===== src/rtl/versat_mm_initiator.sv =====
// Memory-mapped initiator for the Versat unit configuration/state bus.
// Queues commands, issues them one at a time, and returns read data or timeout errors.
module versat_mm_initiator #(
  parameter int ADDR_W    = 32,
  parameter int DATA_W    = 32,
  parameter int CMD_DEPTH = 4,
  parameter int RSP_DEPTH = 4,
  parameter int TIMEOUT   = 16
) (
  input  logic                clk,
  input  logic                rst,
  input  logic                cmd_valid,
  output logic                cmd_ready,
  input  logic [ADDR_W-1:0]   cmd_addr,
  input  logic [DATA_W-1:0]   cmd_wdata,
  input  logic [DATA_W/8-1:0] cmd_wstrb,
  output logic                valid,
  output logic [ADDR_W-1:0]   addr,
  output logic [DATA_W/8-1:0] wstrb,
  output logic [DATA_W-1:0]   wdata,
  input  logic                ready,
  input  logic [DATA_W-1:0]   rdata,
  output logic                rsp_valid,
  input  logic                rsp_ready,
  output logic [DATA_W-1:0]   rsp_rdata,
  output logic                rsp_error,
  output logic                err_sticky,
  input  logic                clear,
  output logic                done
);

  localparam int SW = DATA_W / 8;
  localparam int CW = $clog2(CMD_DEPTH);
  localparam int RW = $clog2(RSP_DEPTH);
  localparam int TW = (TIMEOUT > 1) ? $clog2(TIMEOUT) : 1;
  localparam logic WR_NEEDS_SLOT = (TIMEOUT > 0);

  typedef enum logic {IDLE, ISSUE} state_t;

  state_t state, state_nxt;

  logic [ADDR_W-1:0] cmd_addr_mem  [CMD_DEPTH];
  logic [DATA_W-1:0] cmd_wdata_mem [CMD_DEPTH];
  logic [SW-1:0]     cmd_wstrb_mem [CMD_DEPTH];
  logic [CW-1:0]     cmd_wr_ptr, cmd_rd_ptr;
  logic [CW:0]       cmd_count;
  logic              cmd_push, cmd_pop;

  logic [DATA_W-1:0] rsp_data_mem [RSP_DEPTH];
  logic              rsp_err_mem  [RSP_DEPTH];
  logic [RW-1:0]     rsp_wr_ptr, rsp_rd_ptr;
  logic [RW:0]       rsp_count;
  logic              rsp_push, rsp_pop;
  logic [DATA_W-1:0] rsp_push_data;

  logic          cur_read;
  logic [TW-1:0] timer;
  logic          timed_out, xfer_end, slot_held, has_slot, head_read, head_ok;
  logic [RW:0]   rsp_used;

  assign cmd_push  = cmd_valid && cmd_ready;
  assign cmd_ready = (cmd_count != (CW+1)'(CMD_DEPTH));
  assign head_read = (cmd_wstrb_mem[cmd_rd_ptr] == '0);

  assign timed_out = WR_NEEDS_SLOT && (state == ISSUE) && !ready && (timer == TW'(TIMEOUT - 1));
  assign xfer_end  = (state == ISSUE) && (ready || timed_out);

  // The in-flight transfer keeps its response slot unless it is a write finishing normally this cycle.
  assign slot_held = (state == ISSUE) && (cur_read || WR_NEEDS_SLOT) && !(ready && !cur_read);
  assign rsp_used  = rsp_count + {{RW{1'b0}}, slot_held};
  assign has_slot  = (rsp_used < (RW+1)'(RSP_DEPTH));
  assign head_ok   = (cmd_count != '0) && (has_slot || !(head_read || WR_NEEDS_SLOT));

  always_comb begin
    state_nxt = state;
    cmd_pop   = 1'b0;
    case (state)
      IDLE: begin
        if (head_ok) begin
          cmd_pop   = 1'b1;
          state_nxt = ISSUE;
        end
      end
      ISSUE: begin
        if (xfer_end) begin
          if (head_ok) cmd_pop = 1'b1;
          else         state_nxt = IDLE;
        end
      end
      default: state_nxt = IDLE;
    endcase
  end

  assign rsp_push      = xfer_end && (timed_out || cur_read);
  assign rsp_push_data = timed_out ? '0 : rdata;
  assign rsp_pop       = rsp_valid && rsp_ready;

  always_ff @(posedge clk) begin
    if (cmd_push) begin
      cmd_addr_mem[cmd_wr_ptr]  <= cmd_addr;
      cmd_wdata_mem[cmd_wr_ptr] <= cmd_wdata;
      cmd_wstrb_mem[cmd_wr_ptr] <= cmd_wstrb;
    end
    if (rsp_push) begin
      rsp_data_mem[rsp_wr_ptr] <= rsp_push_data;
      rsp_err_mem[rsp_wr_ptr]  <= timed_out;
    end
  end

  always_ff @(posedge clk or posedge rst) begin
    if (rst) begin
      cmd_wr_ptr <= '0;
      cmd_rd_ptr <= '0;
      cmd_count  <= '0;
      rsp_wr_ptr <= '0;
      rsp_rd_ptr <= '0;
      rsp_count  <= '0;
    end else begin
      if (cmd_push) cmd_wr_ptr <= cmd_wr_ptr + 1'b1;
      if (cmd_pop)  cmd_rd_ptr <= cmd_rd_ptr + 1'b1;
      if (cmd_push && !cmd_pop)      cmd_count <= cmd_count + 1'b1;
      else if (!cmd_push && cmd_pop) cmd_count <= cmd_count - 1'b1;
      if (rsp_push) rsp_wr_ptr <= rsp_wr_ptr + 1'b1;
      if (rsp_pop)  rsp_rd_ptr <= rsp_rd_ptr + 1'b1;
      if (rsp_push && !rsp_pop)      rsp_count <= rsp_count + 1'b1;
      else if (!rsp_push && rsp_pop) rsp_count <= rsp_count - 1'b1;
    end
  end

  always_ff @(posedge clk or posedge rst) begin
    if (rst) begin
      state      <= IDLE;
      addr       <= '0;
      wstrb      <= '0;
      wdata      <= '0;
      cur_read   <= 1'b0;
      timer      <= '0;
      err_sticky <= 1'b0;
    end else begin
      state <= state_nxt;
      if (cmd_pop) begin
        addr     <= cmd_addr_mem[cmd_rd_ptr];
        wstrb    <= cmd_wstrb_mem[cmd_rd_ptr];
        wdata    <= cmd_wdata_mem[cmd_rd_ptr];
        cur_read <= head_read;
        timer    <= '0;
      end else if ((state == ISSUE) && !ready) begin
        timer <= timer + 1'b1;
      end
      if (clear)          err_sticky <= 1'b0;
      else if (timed_out) err_sticky <= 1'b1;
    end
  end

  assign valid     = (state == ISSUE);
  assign done      = (state == IDLE) && (cmd_count == '0);
  assign rsp_valid = (rsp_count != '0);
  assign rsp_rdata = rsp_valid ? rsp_data_mem[rsp_rd_ptr] : '0;
  assign rsp_error = rsp_valid && rsp_err_mem[rsp_rd_ptr];

endmodule


===== config.mk =====
export PLATFORM = sky130hd
export DESIGN_NAME = versat_mm_initiator
export DESIGN_NICKNAME = d
export VERILOG_FILES = /design/src/rtl/versat_mm_initiator.sv
export SDC_FILE = /design/constraint.sdc
export NUM_CORES = 1
export LEC_CHECK = 0
export BUFFER_PORTS_ARGS = -buffer_cell sky130_fd_sc_hd__buf_2
export CAP_MARGIN = 5
export CELL_PAD_IN_SITES_DETAIL_PLACEMENT = 1
export CELL_PAD_IN_SITES_GLOBAL_PLACEMENT = 1
export CORE_MARGIN = 2
export CORE_UTILIZATION = 50
export CTS_BUF_LIST = sky130_fd_sc_hd__clkbuf_8 sky130_fd_sc_hd__clkbuf_16
export CTS_CLUSTER_SIZE = 25
export DETAILED_ROUTE_END_ITERATION = 8
export PLACE_DENSITY = 0.78
export SYNTH_ARGS = -nofsm -noshare
export SYNTH_HDL_FRONTEND = slang
export SYNTH_SLANG_ARGS = --single-unit

===== constraint.sdc =====
create_clock -name clk -period 3.45 [get_ports clk]
set_clock_uncertainty 0.15 [all_clocks]
set_input_delay 0.1725 -clock clk [delete_from_list [all_inputs] [get_ports clk]]
set_output_delay 0.1725 -clock clk [all_outputs]
set_load 0.05 [all_outputs]

==> results of run 1 <==
-- final cells by class --
cell class                 count  area, sq um
clock buffer                  55         1330
inverter                       9         36.3
multi-input combinational    311         4410
tap                          511          639
clock inverter                40          268
fill                        3147        14200
timing repair buffer         334         2340
sequential                   493        14400
-- cell families after synthesis --
logic type	share of synthesized area [%]
buffers and inverters	1.71
xor gates and xnor gates	0.597
muxes	17.7
AOI/OAI and AO/OA	0.466
adders and majority gates	0.932
DFF	75.3
and+or+nand+nor	3.33
-- critical path, delay by kind of cell, from the launching register on --
kind / cells / cell delay [ns]
buffers and inverters: 2 / 0.50
and+or+nand+nor: 1 / 0.19
muxes: 1 / 0.52
DFF: 1 / 0.73
-- per-layer routing --
layer	vias to the layer above	GRT usage [%]	share of wire, %
li1	4106	-	-
met1	5023	28.2	39
met2	300	39.7	53
met3	78	5.08	5.7
met4	4	8.79	2.7
met5	-	0	0.062
-- final timing paths --
check | from | end | slack (ns) | cells past startpoint
worst max-delay path | rsp_rd_ptr[0] | rsp_rdata[30] | 0.59 | 4
worst min-delay path | clear | err_sticky | 0.15 | 3
worst max register to register | timer[0] | rsp_count[2] | 0.60 | 10
worst min register to register | cmd_count[2] | cmd_count[2] | 0.34 | 1
max in group asynchronous | rst | cmd_rd_ptr[1] | 2.20 | 3
min in group asynchronous | rst | addr[30] | 0.21 | 3
-- through the flow --
step	util [%]	power, uW	std cells
after floorplan	-	15200	852
after global placement	55.2	16800	1553
after detailed placement	55.2	17100	1553
after CTS	62.3	22500	1753
after global routing	62.3	23300	1753
final	62.3	22400	1753
-- state kept, by name, summed over array words and instances, names as in the netlist, 3 cells and up --
register / cells
rsp_data_mem: 128
addr: 32
cmd_wdata_mem: 128
cmd_addr_mem: 128
rsp_err_mem: 4
cmd_wstrb_mem: 16
cmd_count: 3
timer: 4
wstrb: 4
rsp_count: 3
wdata: 32
-- cell usage in the layout (no fill, tap or decap), types with 4 or more instances in the layout --
| cell | count |
|---|---|
| edfxtp_1 | 404 |
| nor2b_1 | 28 |
| buf_4 | 10 |
| buf_2 | 211 |
| clkbuf_8 | 4 |
| ha_1 | 11 |
| xnor2_1 | 9 |
| mux2_2 | 9 |
| and3_2 | 4 |
| clkbuf_16 | 51 |
| buf_12 | 8 |
| and3_4 | 4 |
| mux4_2 | 101 |
| nor2_1 | 7 |
| mux2_4 | 66 |
| inv_1 | 24 |
| and2_1 | 34 |
| and2b_1 | 4 |
| dfrtp_1 | 85 |
| clkinv_2 | 11 |
| clkinv_1 | 7 |
| dlygate4sd3_1 | 105 |
| xor2_1 | 4 |
-- power by group through the flow --
stage	Sequential (uW)	Combinational, uW	Clock, uW
global placement	8670	8140	0
global route	8830	8900	5570
detailed placement	8760	8360	0
CTS	8680	8490	5340
floorplan	9770	5400	0
finish	8680	8430	5250
-- what timing repair did --
item	4_1_cts	5_1_grt
hold buffers	105	0
hold endpoints to repair	470	0
buffers inserted	0	0
==> results.md, run 1 <==
| Result | Reported |
|---|---|
| Routed wire length per instance | 24.9 um |
| Required arrival time at the worst endpoint | 3.13 ns |
| Cell with the most instances after synthesis | edfxtp_1 |
| Effective utilization at floorplan | 50.7% |
| Slew Viols, Final | 0 |
| Crit path max-delay cell type | dfrtp_2 |
| Chip height | 199 um |
| Number of distinct library cell variants in the gate-level netlist after synthesis | 39 |
| Net switching component of the power | 8170 uW |
| Number of levels the H-tree was split into | 2 |
| First-pass detailed-route iteration total | 4 |
| Area grow syn2layout | 22.7% |
| Share of async-settable or async-resettable flops after synthesis | 18.1% |
| Most used DFF post-synth | edfxtp_1 |
| Count of input and output buffers | 211 |
| Max cap viols | 0 |
| Number of remaining DRC errors | 0 |
| Final number of setup-violating endpoints | 0 |
| Clock network power share | 23.5% |
| Unrepaired setup endpoints after global routing | false |
| Post-synth EDFFs | 404 |
| TritonCTS clock tree | yes |
| Core Rows | 71 |
| Relative contribution of sequential cells to total power | 38.8% |
| Root buffer selected by CTS | clkbuf_16 |
| Reg clk slew, reported paths | 0.06 ns |
| Final setup TNS | 0 ns |
| Via count of the first global-routing pass | 11,000 |
| Die outline area | 39,700 sq um |
| Register bit total from synthesis | 493 |
| TritonCTS sink count | 493 |
| Proportion of total power due to net switching | 36.5% |
| Width of the die | 199 um |
| Crit path DAT | 2.54 ns |
| Number of buffers created by CTS | 51 |
| Top cells by instance count after synthesis | edfxtp_1, mux4_2, dfrtp_1 |
| Worst-path fanout max | 21 |
| Setup Slack @ Placement | 0.630 ns |
| Share of post-route cells with drive strength above 1 | 40.1% |
| Area of the mapped netlist | 19,100 sq um |
| Total non-filler cell area in the finished layout | 23,400 sq um |
| Final period util | 83.0% |
| Number of top-level design ports | 212 |
| Critical path start-end classification | reg2out |
| Leak | 0.00871 uW |
| Number of antenna violations at the first check in global routing | 2 |
| Detail-routed via count per cell | 5.43 |
| Critical-path cell list | buf_12, mux4_2, and2_1, buf_2 |
| Pwr Density | 956 nW/um^2 |
| Highest ir drop seen on vdd | 0.727 mV |
| Area share of the leading cell type in the synthesized netlist | 63.6% |
| Max Fclk | 349 MHz |
| Total Routed Length | 43,600 um |
| Total Nets Final | 1,319 |
| Resize count post-CTS | 0 |
| Library cell occupying the most area in the post-synthesis netlist | edfxtp_1 |
| Area post-placement | 20,700 sq um |
| Internal power consumption | 14,200 uW |
| Remaining global-route overflow | 0 |
| Source-to-sink clock delay at the later pin of the worst-skew pair | 0.60 ns |
| Part of the Yosys area used for sequential elements | 75.3% |
| Gpl congestion | 0.684 |
| Run status | completed |
| Antenna diode count | 0 |
| Final hold slack | 0.152 ns |
| Maximum buffer depth of the clock tree | 3 |
| Area of the core region | 37,600 sq um |
| Syn Nets | 971 |
| Count of vias placed by the detailed router | 9,511 |
| Pin count of the biggest net entering global routing | 73 |
| Kind of path behind the tightest hold check | in2reg |
| Max stage delay on crit path | 0.73 ns |
| Comb pwr share | 37.7% |
| Slew at the pin closest to its max-slew limit | 0.979 ns |
| Syn Area/Cell | 22.4 sq um |
| Instance count of the mapped netlist | 852 |
| Worst relative slew slack | 34.8% |
| First-iteration detailed-routing DRC count | 576 |
| Total global routing track utilization | 22.9% |
| Total count of hold-check failures in the final report | 0 |
| First-pass GRT wire length | 66,300 um |
| Hpwl dp | 24,000 um |
| PnR worst setup slack | 0.586 ns |
| Critical Path End Type | output port |
| Critical path startpoint category | flip-flop |
| Final ANT Viol Nets | 0 |
| Number of synthesis warnings | 0 |
| Largest cells by area after synthesis | edfxtp_1, mux4_2, dfrtp_1 |
| Post-route minimum period | 2.86 ns |
(Power assumes the default switching activity.)
==> inputs of run 2 (changes only) <==
clock period = 2.7 ns   (was 3.45 ns; I/O delays follow)
==> run 2 against run 1 <==
  * Combinational power increased by 33%
  * Final area increased by 1.9%
  * Via count increased by 0.93%
  * Critical path type unchanged
==> results.md, run 2 (same netlist as run 1, synthesis figures left out) <==
| Result | Reported |
|---|---|
| Post-route minimum period | 2.46 ns |
| Routed wire length per instance | 25.2 um |
| Run status | completed |
| TritonCTS sink count | 493 |
| Width of the die | 199 um |
| Worst-path fanout max | 27 |
| Total Nets Final | 1,335 |
| Via count of the first global-routing pass | 10,700 |
| Core Rows | 71 |
| Share of post-route cells with drive strength above 1 | 41.5% |
| Slew at the pin closest to its max-slew limit | 0.679 ns |
| Kind of path behind the tightest hold check | in2async |
| Crit path DAT | 2.17 ns |
| Total global routing track utilization | 23.0% |
| Number of antenna violations at the first check in global routing | 3 |
| Critical Path End Type | output port |
| Critical path start-end classification | reg2out |
| Critical path startpoint category | flip-flop |
| Final period util | 91.1% |
| First-iteration detailed-routing DRC count | 472 |
| Maximum buffer depth of the clock tree | 3 |
| Root buffer selected by CTS | clkbuf_16 |
| Crit. Startpoint | rsp_rd_ptr[0] |
| TritonCTS clock tree | yes |
| Max Fclk | 407 MHz |
| Largest registers ranked by flip-flop count | cmd_addr_mem x128, cmd_wdata_mem x128, rsp_data_mem x128 |
| Worst relative slew slack | 54.7% |
| Leading cell type in the layout, fill and taps excluded | edfxtp_1 |
| Cell total after placement | 1,568 |
| Final ANT Viol Nets | 0 |
| Final number of setup-violating endpoints | 0 |
| Pin count of the biggest net entering global routing | 73 |
| Number of top-level design ports | 212 |
| First-pass GRT wire length | 66,200 um |
| Hpwl dp | 25,000 um |
| Area of the core region | 37,600 sq um |
| Required arrival time at the worst endpoint | 2.41 ns |
| Highest ir drop seen on vdd | 1.01 mV |
| Remaining global-route overflow | 0 |
| Detail-routed via count per cell | 5.42 |
| Unrepaired setup endpoints after global routing | false |
| Total count of hold-check failures in the final report | 0 |
| Die outline area | 39,700 sq um |
| Number of levels the H-tree was split into | 2 |
| First-pass detailed-route iteration total | 6 |
| Slew Viols, Final | 0 |
| Chip height | 199 um |
| Leak | 0.00889 uW |
| Number of remaining DRC errors | 0 |
| Total Routed Length | 44,700 um |
| Slack of the worst reg-to-reg path | 0.26 ns |
| Worst flop-to-flop path endpoint | cmd_count[1] |
| Fill cell count | 3,165 |
| Count of vias placed by the detailed router | 9,599 |
| Final setup TNS | 0 ns |
| Depth of the worst register-to-register path | 9 |
| Post-route non-filler standard cell count | 1,772 |
| Effective utilization at floorplan | 50.7% |
| Source-to-sink clock delay at the later pin of the worst-skew pair | 0.59 ns |
| Count of input and output buffers | 211 |
| Final hold slack | 0.0317 ns |
| Highest-count cells in the layout ignoring fill and taps | edfxtp_1, buf_2, dlygate4sd3_1 |
| Gpl congestion | 0.725 |
| Startpoint of the lowest-slack register-to-register path | timer[0] |
| Share of the core filled with cells | 63.5% |
| Area grow syn2layout | 25.0% |
| Reg clk slew, reported paths | 0.07 ns |
| Pwr Density | 1240 nW/um^2 |
| Number of buffers created by CTS | 50 |
| Max cap viols | 0 |
## run 2: cell types whose count changed in the layout (fill, tap and decap cells not counted), sizes merged
cell / before / now
dlygate4sd3: 105 / 106
clkinvlp: 1 / 3
clkbuf: 55 / 54
diode: 0 / 3
bufinv: 3 / 10
clkinv: 18 / 11
buf: 229 / 245
inv: 27 / 25
## run 2: how the worst max path moves through the flow
stage / to / slack, ns / cells past startpoint
after floorplan: valid / -0.09 / 1
after global placement: wdata[14] / 0.32 / 5
after detailed placement: wdata[14] / 0.25 / 5
after CTS: rsp_rdata[20] / 0.19 / 4
after global routing: rsp_count[2] / 0.11 / 10
final: rsp_rdata[4] / 0.24 / 4
## run 2: routing by layer
metal  share of wire (%)  GRT usage [%]
met5                   0              0
met4                 2.6           7.77
met3                 5.9           5.22
met1                  39           27.5
met2                  53           41.1
## run 2: layout make-up
cell class	instances	area, sq um	area share, %
Sequential cell	493	14400	60.3
Clock buffer	54	1310	5.48
Multi-Input combinational cell	311	4420	18.5
Inverter	9	36.3	0.152
Timing Repair Buffer	351	2570	10.8
Clock inverter	40	490	2.06
Antenna cell	3	7.51	0.0315
Tap cell	511	639	2.68
## run 2: where the power goes
group	switching (uW)	internal, uW	total (uW)	leakage (uW)
clock	2970	4480	7450	0.000923
combinational	6690	4510	11200	0.00325
sequential	1000	9940	10900	0.00472
## run 2: repair_timing
action / in CTS / in global routing
hold buffers: 106 / 0
gates resized for setup: 0 / 0
endpoints found under the hold margin: 474 / 0
buffers inserted: 1 / 0
endpoints found under the setup margin: 24 / 0
## run 2: worst max-delay path, stage by stage, from the launching register on
cell and delay, ns:
dfrtp_2 0.38, buf_12 0.24, mux4_2 0.54, and2_1 0.19, buf_2 0.21
## run 2: per-stage QoR
step	setup WS, ns	power (uW)	area [sq um]
floorplan	-0.0933	19400	19100
global placement	0.321	21700	21000
detailed placement	0.249	22100	21000
CTS	0.191	29700	23800
global route	0.112	30800	23800
finish	0.241	29600	23800
